--- config.mk ---
export PLATFORM = sky130hd
export DESIGN_NAME = adc_trigger_capture
export DESIGN_NICKNAME = d
export VERILOG_FILES = /design/src/rtl/adc_cap_pkg.sv /design/src/rtl/adc_cap_ram.sv /design/src/rtl/adc_trigger_capture.sv
export SDC_FILE = /design/constraint.sdc
export NUM_CORES = 2
export LEC_CHECK = 0
export ABC_AREA = 1
export ABC_CLOCK_PERIOD_IN_PS = 4700
export BUFFER_PORTS_ARGS = -buffer_cell sky130_fd_sc_hd__buf_4
export CAP_MARGIN = 25
export CORE_MARGIN = 10
export CORE_UTILIZATION = 43
export CTS_CLUSTER_DIAMETER = 30
export DETAILED_ROUTE_END_ITERATION = 16
export PLACE_DENSITY = 0.66
export SYNTH_ARGS = -nofsm -noshare
export SYNTH_HDL_FRONTEND = slang
export SYNTH_SLANG_ARGS = --single-unit
--- constraint.sdc ---
create_clock -name clk12 -period 4.7 [get_ports clk12]
set_clock_uncertainty 0.1 [all_clocks]
set_input_delay 0.705 -clock clk12 [delete_from_list [all_inputs] [get_ports clk12]]
set_output_delay 0.705 -clock clk12 [all_outputs]
set_load 0.02 [all_outputs]
--- src/rtl/adc_cap_pkg.sv ---
// rtl/adc_cap_pkg.sv - shared states, header bytes and size defaults for the ADC capture block
package adc_cap_pkg;

  localparam int DEPTH_DEF  = 256;
  localparam int ADDR_W_DEF = 8;

  localparam logic [7:0] HDR0 = 8'hA5;
  localparam logic [7:0] HDR1 = 8'h5A;

  typedef enum logic [2:0] {
    S_IDLE,
    S_ARMED,
    S_CAPTURE,
    S_DUMP_RD,
    S_DUMP_WAIT
  } state_t;

endpackage

--- src/rtl/adc_cap_ram.sv ---
// rtl/adc_cap_ram.sv - DEPTHx8 simple dual-port RAM, one write port, registered read port
module adc_cap_ram
  import adc_cap_pkg::*;
#(
  parameter int DEPTH  = DEPTH_DEF,
  parameter int ADDR_W = ADDR_W_DEF
) (
  input  logic              clk12,
  input  logic              we,
  input  logic [ADDR_W-1:0] wr_addr,
  input  logic [7:0]        wr_data,
  input  logic [ADDR_W-1:0] rd_addr,
  output logic [7:0]        rd_data
);

  logic [7:0] mem [DEPTH];

  // Unreset storage with a registered read so it maps onto a block RAM
  always_ff @(posedge clk12) begin
    if (we) begin
      mem[wr_addr] <= wr_data;
    end
    rd_data <= mem[rd_addr];
  end

endmodule

--- src/rtl/adc_trigger_capture.sv ---
// rtl/adc_trigger_capture.sv - level-crossing triggered ADC burst capture and byte replay (option: ADC_CAP_HEADER_EN adds an A5/5A dump header)
module adc_trigger_capture
  import adc_cap_pkg::*;
#(
  parameter int DEPTH  = DEPTH_DEF,
  parameter int ADDR_W = ADDR_W_DEF
) (
  input  logic       clk12,
  input  logic       rst_n,
  input  logic [7:0] adc_d,
  input  logic       arm,
  input  logic [7:0] trig_level,
  input  logic       trig_rising,
  output logic [7:0] sbyte,
  output logic       sbyte_rdy,
  input  logic       tx_done,
  output logic       busy,
  output logic       armed
);

  localparam logic [ADDR_W-1:0] LAST = ADDR_W'(DEPTH - 1);

  state_t            state, state_n;
  logic [ADDR_W-1:0] wr_addr, wr_addr_n;
  logic [ADDR_W-1:0] rd_addr, rd_addr_n;
  logic [7:0]        prev_d, prev_n;
  logic              hist_valid, hist_n;
  logic              rd_wait, rd_wait_n;
  logic [7:0]        sbyte_n;
  logic              rdy_n;
  logic              ram_we;
  logic [ADDR_W-1:0] ram_wa;
  logic [7:0]        rd_data;
  logic              trig_hit;
  logic              tx_accept;
  logic              hdr_done;
  logic [7:0]        dump_byte;

  adc_cap_ram #(.DEPTH(DEPTH), .ADDR_W(ADDR_W)) u_ram (
    .clk12   (clk12),
    .we      (ram_we),
    .wr_addr (ram_wa),
    .wr_data (adc_d),
    .rd_addr (rd_addr),
    .rd_data (rd_data)
  );

  assign trig_hit = trig_rising ? ((prev_d < trig_level) && (adc_d >= trig_level))
                                : ((prev_d > trig_level) && (adc_d <= trig_level));
  // A tx_done landing in the same cycle as the byte pulse belongs to the previous byte
  assign tx_accept = tx_done && !sbyte_rdy;
  assign busy      = (state != S_IDLE);
  assign armed     = (state == S_ARMED);

`ifdef ADC_CAP_HEADER_EN
  logic [1:0] hdr_idx;

  assign hdr_done  = (hdr_idx == 2'd2);
  assign dump_byte = hdr_done ? rd_data : ((hdr_idx == 2'd0) ? HDR0 : HDR1);

  // Header byte index: restarts at the end of each capture, steps per acknowledged header byte
  always_ff @(posedge clk12 or negedge rst_n) begin
    if (!rst_n) begin
      hdr_idx <= 2'd0;
    end else if (state == S_CAPTURE && wr_addr == LAST) begin
      hdr_idx <= 2'd0;
    end else if (state == S_DUMP_WAIT && tx_accept && !hdr_done) begin
      hdr_idx <= hdr_idx + 2'd1;
    end
  end
`else
  assign hdr_done  = 1'b1;
  assign dump_byte = rd_data;
`endif

  // State and datapath registers
  always_ff @(posedge clk12 or negedge rst_n) begin
    if (!rst_n) begin
      state      <= S_IDLE;
      wr_addr    <= '0;
      rd_addr    <= '0;
      prev_d     <= 8'h00;
      hist_valid <= 1'b0;
      rd_wait    <= 1'b0;
      sbyte      <= 8'h00;
      sbyte_rdy  <= 1'b0;
    end else begin
      state      <= state_n;
      wr_addr    <= wr_addr_n;
      rd_addr    <= rd_addr_n;
      prev_d     <= prev_n;
      hist_valid <= hist_n;
      rd_wait    <= rd_wait_n;
      sbyte      <= sbyte_n;
      sbyte_rdy  <= rdy_n;
    end
  end

  // Next-state, RAM write control and dump sequencing
  always_comb begin
    state_n   = state;
    wr_addr_n = wr_addr;
    rd_addr_n = rd_addr;
    prev_n    = prev_d;
    hist_n    = hist_valid;
    rd_wait_n = rd_wait;
    sbyte_n   = sbyte;
    rdy_n     = 1'b0;
    ram_we    = 1'b0;
    ram_wa    = wr_addr;
    case (state)
      S_IDLE: begin
        if (arm) begin
          state_n = S_ARMED;
          hist_n  = 1'b0;
        end
      end
      S_ARMED: begin
        prev_n = adc_d;
        hist_n = 1'b1;
        if (hist_valid && trig_hit) begin
          ram_we    = 1'b1;
          ram_wa    = '0;
          wr_addr_n = ADDR_W'(1);
          state_n   = S_CAPTURE;
        end
      end
      S_CAPTURE: begin
        ram_we    = 1'b1;
        wr_addr_n = wr_addr + 1'b1;
        if (wr_addr == LAST) begin
          rd_addr_n = '0;
          rd_wait_n = 1'b0;
          state_n   = S_DUMP_RD;
        end
      end
      S_DUMP_RD: begin
        // First cycle lets the registered RAM read settle, second presents the byte
        if (!rd_wait) begin
          rd_wait_n = 1'b1;
        end else begin
          rd_wait_n = 1'b0;
          sbyte_n   = dump_byte;
          rdy_n     = 1'b1;
          state_n   = S_DUMP_WAIT;
        end
      end
      S_DUMP_WAIT: begin
        if (tx_accept) begin
          if (!hdr_done) begin
            state_n = S_DUMP_RD;
          end else if (rd_addr == LAST) begin
            state_n = S_IDLE;
          end else begin
            rd_addr_n = rd_addr + 1'b1;
            state_n   = S_DUMP_RD;
          end
        end
      end
      default: state_n = S_IDLE;
    endcase
  end

endmodule

==> out/results.ini <==
[layout]
fillers = 16000
fin_cells = 9728
post_route_cells_drive_above_1_share_pct = 11.8
finalInstanceArea_um2 = 99800
area_growth_syn_to_layout_pct = 18.2
nets = 6848
fin_util_pct = 51.1

[floorplan]
io_pins = 32
fp.dieW_um = 463
rows = 162
fp.dieH_um = 463
coreArea_um2 = 195000
die_area_um2 = 214000
start_util_pct = 43.3

[synth]
yosys.area.top_type_share_pct = 72.8
netlist_instances = 6732
synth_top_cells_by_area = edfxtp_1, nor2_1, o21ai_0, nand2_1, o211ai_1
synth.distinct_cells = 48
ys_ff_latch = 2094
ys_seq_area_share_pct = 74.2
synth_nets = 6771
syn_avg_cell_area_um2 = 12.5
synthFlopType = edfxtp_1
ys_warn_count = 0
async_flop_share_pct = 1.81
yosys.area.top_type = edfxtp_1
synth_area_um2 = 84400
synth-edff-count = 2048

[critical_path]
critPathMaxFanout = 25
slowest_delay_ns = 0.61
critPathSlowestCell = dlygate4sd3_1
cp_data_required_time_ns = 5.15
crit_top_cell = nand2_1
setup.worst_path.start_class = input port
endpoint_kind = flop
path_cells = dlygate4sd3_1 > buf_8 > ha_1 > nand2_1 > nor2_2 > nand4_1 > nand3_1 > nand2_1 > a21oi_4 > nand3_4 > nand2_4 > nand2_2 > buf_4 > nor2_1
path_class = in2reg
cp.buffers_inverters = 3
crit_family = simple AND/OR/NAND/NOR gates
worstPathArrival_ns = 4.64

[global_route]
grt_max_degree = 239
first_global_vias = 55600
track_usage_pct = 21.8
antenna_found_initial = 9
overflow = 0
grt_pass1_wl_um = 357000

[clock_network]
cts-buffers-inserted = 374
clock_latency_ns = 0.94
cts_sinks = 2094
ctsResizeCount = 0
cts.path.max_buffers = 4
postCtsSetupBuffers = 0
htreeDepth = 5
clk_pin_slew_ns = 0.05
cts_tree = done
cts_root_buf = clkbuf_16

[timing]
setup_ws_ns = 0.506
finalHoldViolCount = 0
finalSetupViolCount = 0
rsz0062_at_grt = false
final.setup.tns_ns = 0
relSlewSlack_pct = 27.4
period_minus_slack_ns = 4.19
worst_pin_slew_ns = 1.09
holdWs_ns = 0.0621
fmax_mhz = 238
slew_viol_final = 0
fin_crit_sh_pct = 89.2

[flow_run]
drv_cap = 0

[outcome]
status = completed

[place]
dp_hpwl_um = 140000
place_inst = 9055
io_buffers = 31
gp_congestion = 0.932
post-place-ws_ns = 0.272
dpl_cell_area_um2 = 87200

[route]
totalWireLength_um = 244000
route.detailed.drc = 0
wl_met3_um = 26900
vias_per_cell = 5.87
highest_layer = met5
drtIter0Drc = 7913
wl_met2_um = 112000
wl_met1_um = 94000
wire_per_inst_um = 25.1
vias = 57100
ant_nets = 0
firstDrtPassIters = 9

[power]
p_per_area_nw_per_um2 = 595
finalPower_mw = 59.4
p_leak_nw = 33.1
peakVddDrop_v = 0.000518

[min_path]
hold_class = in2reg

==> cell usage in the layout (no fill, tap or decap), types with 16 or more instances in the layout <==
cell type	count
a21oi_1	88
buf_12	31
buf_4	125
bufinv_16	42
clkbuf_1	21
clkbuf_16	380
clkinv_1	48
clkinv_2	35
clkinv_4	38
clkinvlp_4	49
dfrtp_1	34
edfxtp_1	2048
ha_1	18
inv_1	85
inv_6	45
nand2_1	501
nand3_1	285
nor2_1	1551
o211ai_1	237
o21ai_0	1037
o221ai_1	16
o22ai_1	243
==> Yosys cell counts, types with 2 or more instances <==
cell type,number
o211ai_1,237
buf_2,191
o21ai_0,1037
dfxtp_1,8
or2_2,2
nand3_1,285
nand3_4,7
o221ai_1,16
buf_4,32
nor2_2,8
buf_8,2
nand2_1,501
nand2_2,13
nand3b_1,3
o22ai_1,243
inv_2,5
nand2_4,5
xor2_1,5
nor3_1,9
inv_1,89
clkbuf_1,207
nand4_1,9
buf_6,12
a31oi_1,3
clkinv_1,7
nand3_2,4
nor2_1,1553
ha_1,18
buf_1,21
nor3_2,2
edfxtp_1,2048
o21ai_1,5
o21ai_4,3
nor2_4,2
dfrtp_1,38
a21oi_1,88
mux2i_1,3
==> power breakdown <==
group / switching (mW) / leakage, nW / internal, mW
sequential: 0.294 / 18.9 / 20.8
combinational: 8.74 / 8.19 / 2.89
clock: 9.38 / 5.99 / 17.3
total: 18.4 / 33.1 / 41.0
==> layout make-up <==
cell class                 count  area, um^2  share of cell area, %
tap                         2624        3280                   3.29
antenna                        1        2.50                0.00251
clock inverter               264        2860                   2.86
multi-input combinational   4072       19200                   19.3
timing repair buffer         166        1700                   1.70
inverter                     101         402                  0.403
sequential                  2094       62600                   62.8
clock buffer                 406        9660                   9.68
==> cell families (layout without fill, tap and decap cells) <==
family / Yosys count / in the layout / synth area share, %
AND/OR/NAND/NOR: 2405 / 2405 / 11.5
flip-flops: 2094 / 2094 / 74.2
AO/OA/AOI/OAI: 1640 / 1640 / 10.9
buffers and inverters: 566 / 937 / 3.07
adder cells (fa/ha/maj): 18 / 18 / 0.267
XOR/XNOR: 6 / 6 / 0.0622
multiplexers: 3 / 3 / 0.0356
other: 0 / 1 / 0
==> routing by layer <==
metal | vias to the layer above | GRT usage [%]
li1 | 24800 | -
met1 | 28000 | 28.8
met2 | 3622 | 34.2
met3 | 613 | 5.25
met4 | 8 | 9.71
met5 | - | 0
==> final timing paths <==
check / from / end / slack (ns) / cells after the start
setup / recovery: adc_d[7] / u_ram.mem[57][4] / 0.51 / 14
hold / removal: arm / hist_valid / 0.06 / 4
setup reg to reg: prev_d[3] / u_ram.mem[57][4] / 0.71 / 11
hold reg to reg: u_ram.rd_data[2] / sbyte[2] / 0.33 / 2
max in group asynchronous: rst_n / rd_addr[2] / 3.85 / 2
min in group asynchronous: rst_n / sbyte[5] / 0.20 / 2
==> worst reg2reg max path, delay by kind of cell, from the launching register on <==
kind	cells	cell delay, ns
simple gates	6	1.98
compound gates	3	0.49
flops	1	0.39
fa+ha+maj	1	0.29
buf+inv	1	0.34
==> flip-flops by register name, indices dropped and copies added, names as in the netlist <==
name / cells
wr_addr: 8
sbyte: 8
state: 3
rd_wait: 1
rd_addr: 8
prev_d: 8
hist_valid: 1
u_ram.rd_data: 8
sbyte_rdy: 1
u_ram.mem: 2048
==> what timing repair did <==
action / in CTS / in global routing
hold buffers: 2 / 0
hold endpoints to repair: 39 / 0
endpoints found under the setup margin: 0 / 0
Power figures use the tool's default switching activity.
